File: config.mk
export PLATFORM = sky130hd
export DESIGN_NAME = disk_track_sequencer
export DESIGN_NICKNAME = d
export VERILOG_FILES = /design/src/rtl/disk_track_sequencer.sv
export SDC_FILE = /design/constraint.sdc
export NUM_CORES = 1
export LEC_CHECK = 0
export ABC_AREA = 1
export CAP_MARGIN = 15
export CORE_AREA = 2 2 125 127
export DETAILED_ROUTE_END_ITERATION = 8
export DIE_AREA = 0 0 127 129
export PLACE_DENSITY_LB_ADDON = 0.12
export SYNTH_ARGS = -nofsm -noshare
export SYNTH_HDL_FRONTEND = slang
export SYNTH_SLANG_ARGS = --single-unit
export TNS_END_PERCENT = 1
File: constraint.sdc
create_clock -name clk_sys -period 2.8 [get_ports clk_sys]
set_clock_uncertainty 0.2 [all_clocks]
set_input_delay 0.84 -clock clk_sys [delete_from_list [all_inputs] [get_ports clk_sys]]
set_output_delay 0.84 -clock clk_sys [all_outputs]
set_load 0.02 [all_outputs]
File: src/rtl/disk_track_sequencer.sv
// Sequences SD sector transfers for a NIB track buffer: writes back a dirty track,
// then loads the newly selected one, SECTORS sectors per track.
module disk_track_sequencer #(
  parameter int SECTORS = 13,
  parameter int TRACK_W = 6
) (
  input  logic               clk_sys,
  input  logic               reset_n,
  input  logic [TRACK_W-1:0] track,
  input  logic               img_mounted,
  input  logic               img_present,
  input  logic               track_dirty,
  input  logic               sd_ack,
  output logic [31:0]        sd_lba,
  output logic               sd_rd,
  output logic               sd_wr,
  output logic [3:0]         track_sec,
  output logic               cpu_wait,
  output logic               busy,
  output logic               dirty_clr
);

  typedef enum logic [1:0] {
    ST_IDLE  = 2'd0,
    ST_FLUSH = 2'd1,
    ST_LOAD  = 2'd2
  } state_t;

  localparam logic [3:0]  LAST_SEC  = 4'(SECTORS - 1);
  localparam logic [31:0] SECTORS_W = 32'(SECTORS);

  // First LBA of a track; the track number is zero-extended before the multiply.
  function automatic logic [31:0] track_base(input logic [TRACK_W-1:0] t);
    logic [31:0] t_ext;
    t_ext = 32'(t);
    return t_ext * SECTORS_W;
  endfunction

  state_t             state_r, state_nx_s;
  logic [TRACK_W-1:0] cur_track_r, cur_track_nx_s;
  logic [TRACK_W-1:0] tgt_track_r, tgt_track_nx_s;
  logic               mount_pend_r, mount_pend_nx_s;
  logic               ack_d_r;
  logic [31:0]        lba_r, lba_nx_s;
  logic [3:0]         sec_r, sec_nx_s;
  logic               rd_r, rd_nx_s;
  logic               wr_r, wr_nx_s;
  logic               wait_r, wait_nx_s;
  logic               clr_r, clr_nx_s;
  logic               busy_r;
  logic               ack_rise_s;
  logic               ack_fall_s;

  assign ack_rise_s = sd_ack & ~ack_d_r;
  assign ack_fall_s = ~sd_ack & ack_d_r;

  // Next-state and next-output decode for the sequencer.
  always_comb begin
    state_nx_s      = state_r;
    cur_track_nx_s  = cur_track_r;
    tgt_track_nx_s  = tgt_track_r;
    mount_pend_nx_s = mount_pend_r | img_mounted;
    lba_nx_s        = lba_r;
    sec_nx_s        = sec_r;
    rd_nx_s         = rd_r;
    wr_nx_s         = wr_r;
    wait_nx_s       = wait_r;
    clr_nx_s        = 1'b0;
    case (state_r)
      ST_IDLE: begin
        // A mount outranks a track change and never flushes the old buffer.
        if (mount_pend_r || img_mounted) begin
          mount_pend_nx_s = 1'b0;
          cur_track_nx_s  = track;
          tgt_track_nx_s  = track;
          clr_nx_s        = 1'b1;
          if (img_present) begin
            lba_nx_s   = track_base(track);
            sec_nx_s   = 4'd0;
            rd_nx_s    = 1'b1;
            wr_nx_s    = 1'b0;
            wait_nx_s  = 1'b1;
            state_nx_s = ST_LOAD;
          end else begin
            rd_nx_s   = 1'b0;
            wr_nx_s   = 1'b0;
            wait_nx_s = 1'b0;
          end
        end else if (track != cur_track_r) begin
          if (img_present) begin
            tgt_track_nx_s = track;
            sec_nx_s       = 4'd0;
            wait_nx_s      = 1'b1;
            if (track_dirty) begin
              lba_nx_s   = track_base(cur_track_r);
              wr_nx_s    = 1'b1;
              rd_nx_s    = 1'b0;
              state_nx_s = ST_FLUSH;
            end else begin
              cur_track_nx_s = track;
              lba_nx_s       = track_base(track);
              rd_nx_s        = 1'b1;
              wr_nx_s        = 1'b0;
              state_nx_s     = ST_LOAD;
            end
          end else begin
            cur_track_nx_s = track;
          end
        end else begin
          rd_nx_s   = 1'b0;
          wr_nx_s   = 1'b0;
          wait_nx_s = 1'b0;
        end
      end
      ST_FLUSH, ST_LOAD: begin
        if (ack_rise_s) begin
          lba_nx_s = lba_r + 32'd1;
          if (sec_r == LAST_SEC) begin
            rd_nx_s = 1'b0;
            wr_nx_s = 1'b0;
          end else begin
            rd_nx_s = rd_r;
          end
        end else begin
          lba_nx_s = lba_r;
        end
        if (ack_fall_s) begin
          sec_nx_s = sec_r + 4'd1;
          if (sec_r == LAST_SEC) begin
            // End of flush chains straight into the load of the target track.
            if (state_r == ST_FLUSH) begin
              clr_nx_s       = 1'b1;
              cur_track_nx_s = tgt_track_r;
              lba_nx_s       = track_base(tgt_track_r);
              sec_nx_s       = 4'd0;
              rd_nx_s        = 1'b1;
              wr_nx_s        = 1'b0;
              state_nx_s     = ST_LOAD;
            end else begin
              rd_nx_s    = 1'b0;
              wr_nx_s    = 1'b0;
              wait_nx_s  = 1'b0;
              state_nx_s = ST_IDLE;
            end
          end else begin
            state_nx_s = state_r;
          end
        end else begin
          sec_nx_s = sec_r;
        end
      end
      default: begin
        state_nx_s = ST_IDLE;
        rd_nx_s    = 1'b0;
        wr_nx_s    = 1'b0;
        wait_nx_s  = 1'b0;
      end
    endcase
  end

  // State and output registers; reset aborts any transfer in flight.
  always_ff @(posedge clk_sys or negedge reset_n) begin
    if (!reset_n) begin
      state_r      <= ST_IDLE;
      cur_track_r  <= '0;
      tgt_track_r  <= '0;
      mount_pend_r <= 1'b0;
      ack_d_r      <= 1'b0;
      lba_r        <= 32'd0;
      sec_r        <= 4'd0;
      rd_r         <= 1'b0;
      wr_r         <= 1'b0;
      wait_r       <= 1'b0;
      clr_r        <= 1'b0;
      busy_r       <= 1'b0;
    end else begin
      state_r      <= state_nx_s;
      cur_track_r  <= cur_track_nx_s;
      tgt_track_r  <= tgt_track_nx_s;
      mount_pend_r <= mount_pend_nx_s;
      ack_d_r      <= sd_ack;
      lba_r        <= lba_nx_s;
      sec_r        <= sec_nx_s;
      rd_r         <= rd_nx_s;
      wr_r         <= wr_nx_s;
      wait_r       <= wait_nx_s;
      clr_r        <= clr_nx_s;
      busy_r       <= (state_nx_s != ST_IDLE);
    end
  end

  assign sd_lba    = lba_r;
  assign sd_rd     = rd_r;
  assign sd_wr     = wr_r;
  assign track_sec = sec_r;
  assign cpu_wait  = wait_r;
  assign busy      = busy_r;
  assign dirty_clr = clr_r;

endmodule

Word-level counts from Yosys, hierarchy flattened
Index checks and enable logic that the tools add are counted.
- input port bits: 12
- bits in registers: 57
- bitwise gates (word level): 5
- add/subtract/negate cells: 2
- eq/ne operators: 13
- reduce and logical (&&, ||, !) cells: 12
- multipliers: 3
- mux-type cells: 70
- operator list (kind ; count):
    $mux W32 ; 8
    $pmux W32 S2 ; 1
    $mux W6 ; 10
    $add A32 B1 Y32 const B ; 1
    $mul A6 B4 Y10 const B ; 3
    $mux W1 ; 29
    $mux W4 ; 6
    $mux W2 ; 8
    $pmux W6 S2 ; 1
    $mux W10 ; 1
    $ne A3 B3 Y1 const B ; 3
    $ne A2 B2 Y1 const B ; 4
    $ne A4 B4 Y1 const B ; 2
    $pmux W1 S2 ; 4
    $pmux W4 S2 ; 1
    $reduce_and A4 Y1 ; 2
    $reduce_bool A2 Y1 ; 4
    $ne A6 B6 Y1 ; 1
    $reduce_and A3 Y1 ; 2
    $reduce_and A6 Y1 ; 1
    $add A4 B1 Y4 const B ; 1
    $eq A4 B4 Y1 const B ; 1
    $pmux W2 S2 ; 1
    $and A1 B1 Y1 ; 2
    other kinds (7) ; 8

Longest topological paths before layout
- word-level depth: 7
- depth in mapped cells: 15

Worst setup path after synthesis
Ideal clock, no wire load.
- path type: input -> register
- start: input port track[1]
- end: register lba_r[9] (netlist: sd_lba[9])
- arrival time: 2.651 ns
- setup time: 0.117 ns
- cell stages on the path: 11
- path buffers: 0
- data required time: 2.483 ns
- path slack: -0.168 ns
- path through: ha_1 fa_1 fa_1 nand3_1 nand2_1 nand2_1 nand3b_1 nand3_1 nand3_1 nand3_1 nand2_1
- cells in the longest elaborated chain, start to end: 6
- elaborated cells on any way between the ends: 11
- those cells by class: mul: 1; eq/ne: 3; mux: 6; reduce/logical: 1
- ends and longest elaborated chain (element ; RTL line ; source):
    start, declared ; 9 ; input logic [TRACK_W-1:0] track,
    $mul A6 B4 Y10 ; 36 ; return t_ext * SECTORS_W;
    $mux W10 ; 94 ; if (track_dirty) begin
    $mux W32 ; 90 ; if (img_present) begin
    $mux W32 ; 89 ; end else if (track != cur_track_r) begin
    $mux W32 ; 72 ; if (mount_pend_r || img_mounted) begin
    $pmux W32 S2 ; 69 ; case (state_r)
    end signal, assigned ; 182 ; lba_r <= lba_nx_s;
    end, declared ; 44 ; logic [31:0] lba_r, lba_nx_s;
Several ways; a longest one is shown, not always the timed one. The select of a mux whose other input is x is not followed.
A chain may end at the register's enable or synchronous reset.

Worst setup path after layout
- start: input port track[1]
- end: register lba_r[5] (netlist: sd_lba[5])
Same word-level chain as after synthesis.

==> summary.txt <==
Worst hold path
  • Hold_sp: sd_wr$_DFFE_PN0P_
  • Cells on Worst Hold Path: 2
  • Type of the worst min-delay path: reg -> reg
  • Hold Crit Endpoint: sd_wr$_DFFE_PN0P_

Timing
  • Slew HR: 62.4%
  • Final period util: 96.2%
  • Slew Viols, Final: 0
  • FMAX: 371 MHz
  • Final critical path time including I/O delays and setup: 2.69 ns
  • # setup viols final: 0
  • Slew @ Worst Pin: 0.559 ns
  • RSZ-0062 raised after global routing: no
  • Hold Fails Final Rpt: 0

Critical path
  • Critical path startpoint category: input port
  • Crit-path slowest cell: fa_2
  • Critical path's most frequent cell: nand2_1
  • Reg2reg end: sd_lba[5]$_DFFE_PN0P_
  • Worst reg-to-reg path cell count: 10
  • Crit-path max FO: 3
  • Bufs and invs on worst path: 2
  • RR Startpoint: tgt_track_r[1]$_DFFE_PN0P_
  • Reg-to-reg setup timing slack: 0.12 ns
  • Required @ worst endpoint: between 2 and 3 ns
  • Critical path endpoint category: flop
  • Top delay family on crit path: adder cells
  • Slowest stage delay, CP: 0.46 ns
  • Crit Path Class: in -> reg
  • Crit-path cells: buf_2 > ha_4 > fa_2 > fa_2 > buf_4 > xor2_1 > o211ai_1 > nand2_1 > nand2_1 > nand2_1
  • CP Data Arrival Time: 2.72 ns

Yosys
  • Post-synth EDFFs: 0
  • Main synth FF type: dfrtp_1
  • Cell area after synthesis: around 5200 sq um
  • Asr flop ratio synth: 100%
  • #FFs+latches synth: 57
  • Cells after Synth: 740
  • Yosys cell types: 40
  • Synth warnings: 0
  • Seq/Total Area, Yosys: 27.7%
  • Syn Area/Cell: 6.96 sq um
  • Synthesized Nets: 815

Drt
  • Detailed-route via count: 5,266
  • Routed Antenna Nets: 0
  • # DRC: 0
  • Wire length per cell: 14.8 um
  • Pre-antenna DRT Iters: 7
  • DRT Wirelength: 15,500 um
  • DRT iter0 DRCs: 412
  • DR vias/cell: between 5 and 6

Finish
  • # fillers: 1,533
  • Post-layout nets: 930
  • Syn-to-layout area delta: 33.6%
  • Util after Layout: about 46%
  • Multi-input gate area: 3490 sq um
  • Register area: between 1000 and 1500 sq um
  • Non-Filler Instances: 1,048
  • Share of post-route cells with drive strength above 1: 16.6%
  • Diodes inserted: 0

Clocking
  • CTS H-Tree Depth: 3
  • Latest clock arrival within the worst-skew pair: 0.34 ns
  • Clk Tree Root Cell: clkbuf_16
  • Clock Sinks: 57
  • Worst-path clk slew: 0.05 ns
  • CTS buffer count: 9
  • CTS tree: yes
  • Max Root-Sink Buffers: 2

Global route
  • Total GRT Usage: 19.4%
  • Global-route wire length before repair: about 25,000 um
  • Vias in the first global route: 4,957
  • GR Overflow Total: 0
  • Largest net degree at the start of global routing: 58
  • Initial antenna violation count: 0

Placement
  • I/O Buffers: 52
  • Placed Cells: 1,028
  • Final GP Congestion: 0.900
  • Final HPWL DP: around 12,000 um

Floorplanning
  • Die Y: 129 um
  • Chip width: 127 um
  • IO Pins: 53
  • Die area: 16,400 sq um
  • CORE AREA: 15,000 sq um
  • Core Rows: 45
  • Initial core utilization: 34.4%

Outcome
  • Status: finished, final reports clean

Pwr
  • Static Leakage: 3.37 nW
  • Peak VDD IR: between 400 and 500 uV
  • Power per Cell Area: 1220 nW/um^2

Run
  • Max cap viols: 0
==> per-stage QoR <==
| stage | setup TNS (ns) | hold slack [ns] | total power, mW | worst slack (ns) | instance area [sq um] |
|---|---|---|---|---|---|
| final | 0 | 0.286 | 8.39 | 0.106 | 6880 |
| after global routing | 0 | 0.317 | 9.19 | 0.00207 | 6880 |
| after CTS | -0.0521 | 0.294 | 8.14 | -0.0366 | 6740 |
| after detailed placement | -17.87 | 0.280 | 6.84 | -0.699 | 6380 |
| after global placement | -16.95 | 0.269 | 6.77 | -0.674 | 6380 |
| after floorplan | 0 | 0.258 | 5.02 | 0.00589 | 5210 |
==> report_power, final <==
part           internal [mW]  switching [mW]  leakage, nW
sequential              1.10           0.349        0.736
clock                  0.802           0.418        0.159
combinational           2.40            3.31         2.47
==> kinds of logic after synthesis <==
kind of cell    after synthesis  share of synthesized area [%]
fa+ha+maj                    63                           16.6
mux                           1                          0.194
xor+xnor                     16                           2.72
compound gates               94                           10.5
flops                        57                           27.7
simple gates                393                           33.4
buf+inv                     116                           8.96
==> registers in the layout (all words and copies together), names as in the netlist <==
signal	flops
sd_lba	32
cur_track_r	6
tgt_track_r	6
track_sec	4
state_r	2
ack_d_r	1
busy	1
cpu_wait	1
dirty_clr	1
mount_pend_r	1
sd_rd	1
sd_wr	1
==> cell usage after synthesis, types with 9 or more instances <==
| cell | count | area [sq um] |
|---|---|---|
| nand2_1 | 209 | 785 |
| inv_1 | 99 | 372 |
| nor2_1 | 74 | 278 |
| dfrtp_1 | 57 | 1430 |
| nand3_1 | 57 | 285 |
| ha_1 | 54 | 676 |
| a21oi_1 | 33 | 165 |
| o21ai_0 | 32 | 160 |
| nand4_1 | 28 | 175 |
| xor2_1 | 13 | 114 |
| nor3_1 | 10 | 50.1 |
| fa_1 | 9 | 180 |
==> how the worst max path moves through the flow <==
stage	start	endpoint	slack (ns)	depth (start not counted)
after floorplan	track[1]	sd_lba[9]$_DFFE_PN0P_	0.006	11
after global placement	track[2]	sd_lba[9]$_DFFE_PN0P_	-0.67	12
after detailed placement	track[2]	sd_lba[9]$_DFFE_PN0P_	-0.70	12
after CTS	track[1]	sd_lba[9]$_DFFE_PN0P_	-0.04	12
after global routing	tgt_track_r[2]$_DFFE_PN0P_	sd_lba[7]$_DFFE_PN0P_	0.002	14
final	track[1]	sd_lba[5]$_DFFE_PN0P_	0.11	10
==> timing repair <==
item | 4_1_cts | 5_1_grt
endpoints found under the setup margin | 23 | 6
pin swaps | 1 | 17
buffers inserted | 0 | 4
hold buffers | 0 | 0
resized for setup | 15 | 38
==> routing by layer <==
layer | vias up | routed length [um] | GRT usage [%]
li1 | 2643 | - | -
met1 | 2463 | 7340 | 26.4
met2 | 139 | 7240 | 31.8
met3 | 21 | 613 | 3.41
met4 | 0 | 298 | 5.95
met5 | - | 0 | 0
==> layout make-up <==
cell class                      count  share of cell area [%]
Timing Repair Buffer              116                    14.7
Clock inverter                      5                    1.15
Inverter                          104                    5.67
Tap cell                          188                    3.42
Multi-Input combinational cell    567                    50.7
Sequential cell                    57                    20.8
Clock buffer                       11                    3.53
==> placed cells by master, fill, tap and decap left out, types with 28 or more instances in the layout <==
cell type / instances
nand4_1: 28
inv_1: 98
nand2_1: 204
o21ai_0: 31
clkdlybuf4s50_1: 45
ha_1: 41
buf_4: 61
nand3_1: 53
a21oi_1: 31
dfrtp_1: 53
nor2_1: 74
==> worst min-delay path, stage by stage (launching register included) <==
cell and delay (ns):
dfrtp_1 0.34, nand2_1 0.05, nand2_1 0.06
No activity file was read; power rests on OpenSTA's default activity.
